<file path="src/rtl/id_hazard_scheduler.sv">
`default_nettype none
// ============================================================================
// Module   : id_hazard_scheduler
// Purpose  : ID-stage issue/hazard controller: load-use scoreboard, stall and
//            flush sequencing, optional saturating statistics (HAZ_PERF_CNT_EN).
// Revision : 1.0 - initial release
// ============================================================================
module id_hazard_scheduler #(
   parameter int NUM_REGS     = 32,
   parameter int LOAD_LAT     = 2,
   parameter int FLUSH_CYCLES = 1,
   parameter int CNT_W        = 16
) (
   input  logic             clk,
   input  logic             reset,
   input  logic             id_valid,
   input  logic [4:0]       id_rs1,
   input  logic [4:0]       id_rs2,
   input  logic             id_uses_rs1,
   input  logic             id_uses_rs2,
   input  logic [4:0]       id_rd,
   input  logic             id_reg_write,
   input  logic             id_mem_read,
   input  logic             branch_taken,
   input  logic             jump,
   output logic             Data_Hazard,
   output logic             Control_Hazard,
   output logic             issue,
   output logic [1:0]       state,
   output logic [CNT_W-1:0] stall_count,
   output logic [CNT_W-1:0] flush_count
);

   localparam int SB_W = $clog2(LOAD_LAT + 1);
   localparam int FC_W = $clog2(FLUSH_CYCLES + 1);

   localparam logic [1:0] S_RUN   = 2'd0;
   localparam logic [1:0] S_STALL = 2'd1;
   localparam logic [1:0] S_FLUSH = 2'd2;

   logic [SB_W-1:0] sb_q [NUM_REGS];
   logic [SB_W-1:0] sb_d [NUM_REGS];
   logic [1:0]      state_q, state_d;
   logic [FC_W-1:0] fcnt_q, fcnt_d;

   logic w_rs1_busy, w_rs2_busy, w_hz, w_in_flush, w_redirect, w_load_set;

   // Hazard lookup uses the registered scoreboard only, so a load is seen from the next edge
   assign w_rs1_busy = id_uses_rs1 && (id_rs1 != 5'd0) && (sb_q[id_rs1] != '0);
   assign w_rs2_busy = id_uses_rs2 && (id_rs2 != 5'd0) && (sb_q[id_rs2] != '0);
   assign w_hz       = id_valid && (w_rs1_busy || w_rs2_busy);
   assign w_in_flush = (state_q == S_FLUSH);
   assign w_redirect = issue && (branch_taken || jump);
   assign w_load_set = issue && id_mem_read && id_reg_write && (id_rd != 5'd0);

   always_comb begin
      for (int i = 0; i < NUM_REGS; i++) begin
         sb_d[i] = (sb_q[i] != '0) ? (sb_q[i] - SB_W'(1)) : '0;
         if (w_load_set && (id_rd == 5'(i)) && (i != 0)) begin
            sb_d[i] = SB_W'(LOAD_LAT);
         end
      end
   end

   always_ff @(posedge clk or negedge reset) begin
      if (!reset) begin
         for (int i = 0; i < NUM_REGS; i++) begin
            sb_q[i] <= '0;
         end
      end else begin
         for (int i = 0; i < NUM_REGS; i++) begin
            sb_q[i] <= sb_d[i];
         end
      end
   end

   always_ff @(posedge clk or negedge reset) begin
      if (!reset) begin
         state_q <= S_RUN;
         fcnt_q  <= '0;
      end else begin
         state_q <= state_d;
         fcnt_q  <= fcnt_d;
      end
   end

   // RUN and STALL share transitions: a data hazard always wins over a redirect
   always_comb begin
      state_d = state_q;
      fcnt_d  = fcnt_q;
      case (state_q)
         S_RUN, S_STALL: begin
            if (w_hz) begin
               state_d = S_STALL;
            end else if (w_redirect) begin
               state_d = S_FLUSH;
               fcnt_d  = FC_W'(FLUSH_CYCLES - 1);
            end else begin
               state_d = S_RUN;
            end
         end
         S_FLUSH: begin
            if (fcnt_q == '0) begin
               state_d = S_RUN;
            end else begin
               fcnt_d = fcnt_q - FC_W'(1);
            end
         end
         default: state_d = S_RUN;
      endcase
   end

   always_comb begin
      Data_Hazard    = w_hz && !w_in_flush;
      issue          = id_valid && !w_hz && !w_in_flush;
      Control_Hazard = w_in_flush;
      state          = state_q;
   end

`ifdef HAZ_PERF_CNT_EN
   logic [CNT_W-1:0] stall_cnt_q, flush_cnt_q;
   logic             w_flush_entry;

   assign w_flush_entry = (state_d == S_FLUSH) && (state_q != S_FLUSH);

   always_ff @(posedge clk or negedge reset) begin
      if (!reset) begin
         stall_cnt_q <= '0;
         flush_cnt_q <= '0;
      end else begin
         if (Data_Hazard && (stall_cnt_q != '1)) begin
            stall_cnt_q <= stall_cnt_q + CNT_W'(1);
         end
         if (w_flush_entry && (flush_cnt_q != '1)) begin
            flush_cnt_q <= flush_cnt_q + CNT_W'(1);
         end
      end
   end

   assign stall_count = stall_cnt_q;
   assign flush_count = flush_cnt_q;
`else
   assign stall_count = '0;
   assign flush_count = '0;
`endif

endmodule
`default_nettype wire
</file>
<file path="config.mk">
export PLATFORM = sky130hd
export DESIGN_NAME = id_hazard_scheduler
export DESIGN_NICKNAME = d
export VERILOG_FILES = /design/src/rtl/id_hazard_scheduler.sv
export SDC_FILE = /design/constraint.sdc
export NUM_CORES = 1
export LEC_CHECK = 0
export BUFFER_PORTS_ARGS = -buffer_cell sky130_fd_sc_hd__clkbuf_2
export CAP_MARGIN = 5
export CORE_MARGIN = 2
export CORE_UTILIZATION = 52
export DETAILED_ROUTE_END_ITERATION = 10
export PLACE_DENSITY = 0.77
export SLEW_MARGIN = 15
export SYNTH_ARGS = -nofsm -noshare
export SYNTH_HDL_FRONTEND = slang
export SYNTH_SLANG_ARGS = --single-unit
</file>
<file path="constraint.sdc">
create_clock -name clk -period 2.3 [get_ports clk]
set_input_delay 0.23 -clock clk [delete_from_list [all_inputs] [get_ports clk]]
set_output_delay 0.23 -clock clk [all_outputs]
set_load 0.005 [all_outputs]
</file>
Yosys cells after proc, flatten, opt, wreduce, memory -nomap -nowiden --
Index checks and enable logic that the tools add are counted.
Storage, ports and cells: bits in registers 67, output and inout port bits 37, input bits 24
Cells by class: bitwise operators 2, reductions and logical operators 88, add/sub/neg operators 33, multiplexer cells 77, eq/ne operators 36, $lt $le $gt $ge 2
Operators by type and width (number):
- $mux 2 | 70
- $eq 5x5->1 const B | 16
- $reduce_bool 2->1 | 35
- $sub 2x1->2 const B | 32
- $logic_and 1x1->1 | 43
- $eq 5x4->1 const B | 8
- $bmux 2 s5 | 2
- $eq 5x3->1 const B | 4
- $reduce_bool 5->1 | 3
- $ge 6x6->1 const B | 2
- $not 5->6 | 2
- $eq 5x2->1 const B | 2
- $ne 2x2->1 const B | 3
- $eq 5x1->1 const B | 1
- $pmux 2 s2 | 1
- $mux 1 | 3
- $reduce_and 3->1 | 1
- $eq 2x1->1 const B | 1
- $eq 2x2->1 const B | 1
- $logic_not 1->1 | 2
- $logic_not 2->1 | 1
- $logic_or 1x1->1 | 2
- $pmux 1 s2 | 1
- $reduce_or 2->1 | 1
- $sub 1x1->1 const B | 1

Depth between registers and ports, before layout --
Gate-level depths: netlist of the first run.
word-level depth 16, depth in mapped cells 10

Least setup slack after synthesis of the first run --
Ideal clock, no wire load.
path kind register to output, from reg sb_q[0] (netlist bit), to out Data_Hazard, required time 2070 ps, buffers on the path 1, path slack 88 ps, stages on the path, launching flop included 8, data arrival time 1982 ps, cell sequence dfrtp_1 nor2_1 mux4_1 mux4_2 nand3b_4 and3_4 buf_6 a21oi_1
Between the ends: longest elaborated chain between the ends 8, elaborated cells between the ends (all ways) 13
Ends and longest elaborated chain:
- start, declared | line 41 | logic [SB_W-1:0] sb_q [NUM_REGS];
- start signal, assigned by index | line 72 | sb_q[i] <= sb_d[i];
- $bmux 2 s5, on equally long branches | line 49, 50
- $mux 2, on equally long branches (2 in series) | line 49, 50
- $reduce_bool 2->1, on equally long branches | line 49, 50
- $logic_and 1x1->1, on equally long branches | line 49, 50
- $logic_or 1x1->1 * | line 51 | assign w_hz = id_valid && (w_rs1_busy || w_rs2_busy);
- $logic_and 1x1->1 * | line 51
- $logic_and 1x1->1 * | line 114 | Data_Hazard = w_hz && !w_in_flush;
- end, declared | line 26 | output logic Data_Hazard,
Mark *: on every way between the ends. The rest lies on a longest branch, timed or not. The select of a mux whose other input is x is not followed.

Worst setup path after layout of the first run --
from reg sb_q[9] (netlist bit), to out Data_Hazard
The elaborated chain is that of the path after synthesis.

==> results of run 1 <==
cell families after synthesis:
group	after synthesis	synth area share, %
simple gates	184	25.7
compound gates	97	18.7
flops	66	42.5
buf+inv	63	9.86
mux	5	3.19
other cells	1	0.0966
per-layer routing:
layer  GRT usage (%)  share of wire, %
met3            5.43               8.0
met1            34.2                41
met2            40.6                48
met4            11.3               3.8
met5               0                 0
sequential cells by signal (all words and copies together) (netlist names):
register,flops
sb_q,64
state,2
power by group:
part	internal [mW]	leakage, nW	switching [mW]	total [mW]
Sequential	1.17	0.921	0.00458	1.17
Combinational	0.169	1.14	0.232	0.401
Clock	0.415	0.0851	0.457	0.872
worst max-delay path, stage by stage (launching register included):
cell,delay [ns]
dfrtp_1,0.40
nor2_1,0.10
mux4_2,0.45
mux4_2,0.48
nand3b_4,0.17
and3_4,0.19
a21oi_2,0.11
clkbuf_2,0.12
how the worst min path moves through the flow:
stage / start / depth (start not counted) / slack [ns] / end
global route: branch_taken / 3 / 0.18 / state[1]
CTS: branch_taken / 3 / 0.13 / state[1]
finish: branch_taken / 3 / 0.14 / state[1]
floorplan: reset / 0 / -0.07 / sb_q[0]
global placement: reset / 1 / 0.21 / sb_q[63]
detailed placement: reset / 1 / 0.22 / sb_q[63]
cell type report:
class	instances	area, um2
repair buffers	90	758
fillers	569	2470
clock buffers	11	141
clock inverters	5	30.0
flip-flops and latches	66	1650
inverters	12	45.0
multi-input cells	318	2040
well taps	99	124
placed cells by master (no fill, tap or decap), drive strengths merged, types with 23 or more instances in the layout:
cell,n
buf,59
nor2,38
dfrtp,66
nand2,29
o21ai,32
clkbuf,41
nor2b,24
conb,32
nand3,23
timing repair:
| item | CTS | global route |
|---|---|---|
| endpoints found under the hold margin | 18 | 0 |
| endpoints found under the setup margin | 8 | 64 |
| cloned | 1 | 4 |
| pin swaps | 28 | 10 |
| hold buffers | 1 | 0 |
| buffers inserted | 7 | 4 |
| gates resized for setup | 24 | 29 |
==> flow_summary.json, run 1 <==
{
  "status": "finished with violations",
  "violations": "negative setup slack",
  "skew_ns": 0.0119,
  "grt_max_degree": 35,
  "drc_errors": 0,
  "tightest_slew_ns": 0.632,
  "grt_pass1_wl_mm": 16.4,
  "cts_buffers": 9,
  "track_usage_pct": 25.7,
  "syn_avg_cell_area_um2": 9.33,
  "start_kind": "flop",
  "ctsRootBufferMaster": "clkbuf_8",
  "ir_drop_mv": 0.269,
  "finalWeightedCongestion": 1.03,
  "reg2reg_from": "sb_q[9]",
  "clk_path_buf_depth": 2,
  "worstPathArrival_ns": 2.38,
  "fin_ws_ns": -0.307,
  "hp-class": "in2reg",
  "crit_type": "reg2out",
  "netlist_top_cells_count": "dfrtp_1, nor2_1, buf_4, o21ai_0, nand2_1",
  "area_growth_pct": 23.3,
  "clock.fmax_mhz": 384,
  "end_kind": "output port",
  "clk_pin_slew_ns": 0.08,
  "ys_top_cells_by_area": "dfrtp_1, buf_4, o21ai_0",
  "rows": 31,
  "synth_top_flop_cell": "dfrtp_1",
  "finalSetupViolCount": 64,
  "vias": 3590,
  "crit_fanout": 3,
  "antenna_cells": 0,
  "fin_crit_ns": 2.61,
  "reg2reg_depth": 9,
  "pre_cts_slack_ns": -0.101,
  "dp_cells": 568,
  "endpoint": "Data_Hazard",
  "cts_sinks": 66,
  "via_per_inst": 5.97,
  "grt_antenna_before_repair": 0,
  "syn-cell-area_um2": 3880,
  "synth_edf_count": 0,
  "start_util_pct": 53.5,
  "final_cell_count_no_fill": 601,
  "die_h_um": 90.4,
  "die_w_um": 90.4,
  "rrSetupSlack_ns": -0.25,
  "routedWlPerCell_um": 18.4,
  "postLayoutCellArea_um2": 4790,
  "htree_levels": 3,
  "clk_latency_ns": 0.35,
  "ys_types": 48,
  "cts_tree": "done",
  "r2r-end": "sb_q[9]",
  "finalCritPeriodShare_pct": 113,
  "max_slew_margin_pct": 57.5,
  "first_pass_iters": 5,
  "drive_above_1_share_pct": 27.1,
  "ant_nets": 0,
  "p_leak_nw": 2.14,
  "hold_viol": 0,
  "yosys.area.top_type_share_pct": 42.5,
  "die_area_um2": 8170,
  "tns_ns": -8.91,
  "report.final.slew_viol_count": 0,
  "rsz0062_at_grt": "true",
  "power_density_nw_per_um2": 510,
  "synthCells": 416,
  "io-pin-count": 61,
  "fp.coreArea_um2": 7250,
  "grt_pass1_vias": 3320,
  "cp_data_required_time_ns": 2.07,
  "yosysMostFrequentCell": "dfrtp_1",
  "yosysTopAreaCell": "dfrtp_1",
  "nets": 521,
  "dp_hpwl_mm": 7.12,
  "fin_worst_hold_slack_ns": 0.145,
  "dpl-instance-area_um2": 4300,
  "cp-startpoint": "sb_q[9]",
  "drt_iter0_drc": 283,
  "portBuffers": 28,
  "drt_wl_total_mm": 11.0,
  "async_reset_ff_share_pct": 100,
  "seq_area_frac_synth_pct": 42.5,
  "final_core_util_pct": 66.0,
  "power_mw": 2.44,
  "cap_violations": 0,
  "grt_overflow": 0,
  "ys_ff_latch": 66,
  "yosys_warnings": 0
}
Note: power is estimated with default switching activity, not from simulation.
==> inputs of run 2 (changes only) <==
REMOVE_ABC_BUFFERS = 1   (was default)
==> flow_summary.json, run 2 (synthesis gave the netlist of run 1 again) <==
{
  "status": "finished with violations",
  "violations": "negative setup slack",
  "tns_ns": -5.85,
  "rsz0062_at_grt": "true",
  "routedWlPerCell_um": 17.1,
  "portBuffers": 28,
  "ctsRootBufferMaster": "clkbuf_8",
  "fin_ws_ns": -0.267,
  "grt_pass1_vias": 3338,
  "drt_iter0_drc": 331,
  "critical_path_buf_inv_count": 1,
  "grt_overflow": 0,
  "clk_path_buf_depth": 2,
  "cts_sinks": 66,
  "crit_fanout": 2,
  "die_h_um": 90.4,
  "clk_latency_ns": 0.35,
  "die_w_um": 90.4,
  "dp_hpwl_mm": 7.31,
  "ir_drop_mv": 0.445,
  "drt_wl_total_mm": 10.6,
  "first_pass_iters": 5,
  "finalWeightedCongestion": 0.984,
  "end_kind": "output port",
  "start_util_pct": 53.5,
  "power_mw": 2.59,
  "report.final.slew_viol_count": 0,
  "regMostFlops": "sb_q",
  "finalCritPeriodShare_pct": 112,
  "path_cells": "nor2_4 -> mux4_2 -> mux4_2 -> nand3b_4 -> and3_4 -> a21oi_2 -> buf_2",
  "power_density_nw_per_um2": 522,
  "tightest_slew_ns": 0.684,
  "fin_worst_hold_slack_ns": 0.117,
  "min_to": "state[1]",
  "cp_common_cell": "mux4_2",
  "reg2reg_from": "sb_q[25]",
  "cap_violations": 0,
  "grt_antenna_before_repair": 0,
  "htree_levels": 3,
  "die_area_um2": 8170,
  "largest_reg_flops": 64,
  "io-pin-count": 61,
  "whs_path_depth": 3,
  "hold_viol": 0,
  "track_usage_pct": 25.6,
  "reg2reg_depth": 9,
  "cp-startpoint": "sb_q[25]",
  "fin_crit_ns": 2.57,
  "via_per_inst": 5.73,
  "drc_errors": 0,
  "crit_type": "reg2out",
  "r2r-end": "sb_q[3]",
  "clock.fmax_mhz": 390,
  "drive_above_1_share_pct": 29.5,
  "fp.coreArea_um2": 7250,
  "cts_buffers": 9,
  "nets": 538,
  "fill_cells": 542,
  "layout_commonest_cell": "dfrtp_1",
  "cp_data_required_time_ns": 2.07,
  "min-delay-start": "branch_taken",
  "grt_pass1_wl_mm": 16.6,
  "ant_nets": 0,
  "grt_max_degree": 35,
  "max_slew_margin_pct": 54.0,
  "critPathSlowestCell": "mux4_2",
  "area_growth_pct": 27.7,
  "finalSetupViolCount": 65,
  "crit_family": "multiplexers",
  "p_leak_nw": 2.25,
  "clk_pin_slew_ns": 0.07,
  "rows": 31,
  "start_kind": "flop",
  "mostFrequentLayoutCells": "dfrtp_1, buf_4, nor2_1",
  "skew_ns": 0.00929,
  "cts_tree": "done",
  "critical_path.max_stage_delay_ns": 0.47,
  "rrSetupSlack_ns": -0.21,
  "vias": 3539,
  "worstPathArrival_ns": 2.34,
  "hp-class": "in2reg",
  "antenna_cells": 0
}
[run 2: worst max path at each step]
stage                     cells past startpoint           to
after floorplan                               6      sb_q[6]
after global placement                        8  Data_Hazard
after detailed placement                      9      sb_q[3]
after CTS                                     7  Data_Hazard
after global routing                          7  Data_Hazard
final                                         7  Data_Hazard
[run 2: layout make-up]
| class | instances | area [um2] | area share [%] |
|---|---|---|---|
| clock buffers | 12 | 155 | 3.13 |
| clock inverters | 4 | 50.0 | 1.01 |
| inverters | 12 | 45.0 | 0.909 |
| multi-input cells | 318 | 2050 | 41.3 |
| flip-flops and latches | 66 | 1650 | 33.3 |
| well taps | 99 | 124 | 2.50 |
| repair buffers | 107 | 882 | 17.8 |
[run 2: routing by layer]
| layer | vias to the layer above | track usage, % | routed length, um |
|---|---|---|---|
| met5 | - | 0 | 0 |
| met4 | 0 | 7.56 | 218 |
| met3 | 23 | 6.18 | 754 |
| met2 | 155 | 40.9 | 5010 |
| met1 | 1723 | 34.9 | 4610 |
| li1 | 1638 | - | - |
[run 2: report_power, final]
part / switching (mW) / leakage (nW) / internal [mW]
registers: 0.00407 / 0.921 / 1.17
logic: 0.220 / 1.23 / 0.179
clock network: 0.462 / 0.0986 / 0.558
total: 0.686 / 2.25 / 1.90
[run 2: tightest hold or removal path: cells and delay by family]
| kind | cells | cell delay, ns |
|---|---|---|
| AND/OR/NAND/NOR | 2 | 0.12 |
| buffers and inverters | 1 | 0.08 |
[run 2: stage by stage]
step	util [%]	instances	worst slack, ns	area [um2]
5_1_grt	68.3	618	-0.335	4960
4_1_cts	65.2	610	-0.274	4730
2_1_floorplan	-	396	-0.0256	3660
3_3_place_gp	60.2	580	-0.0590	4370
6_report	68.3	618	-0.267	4960
3_5_place_dp	60.2	580	-0.113	4370
[run 2: repair_timing]
action	CTS	global route
endpoints found under the setup margin	7	60
resized for setup	15	49
hold endpoints to repair	66	0
pin swaps	3	16
hold buffers	1	0
buffers inserted	13	6
cloned	0	3
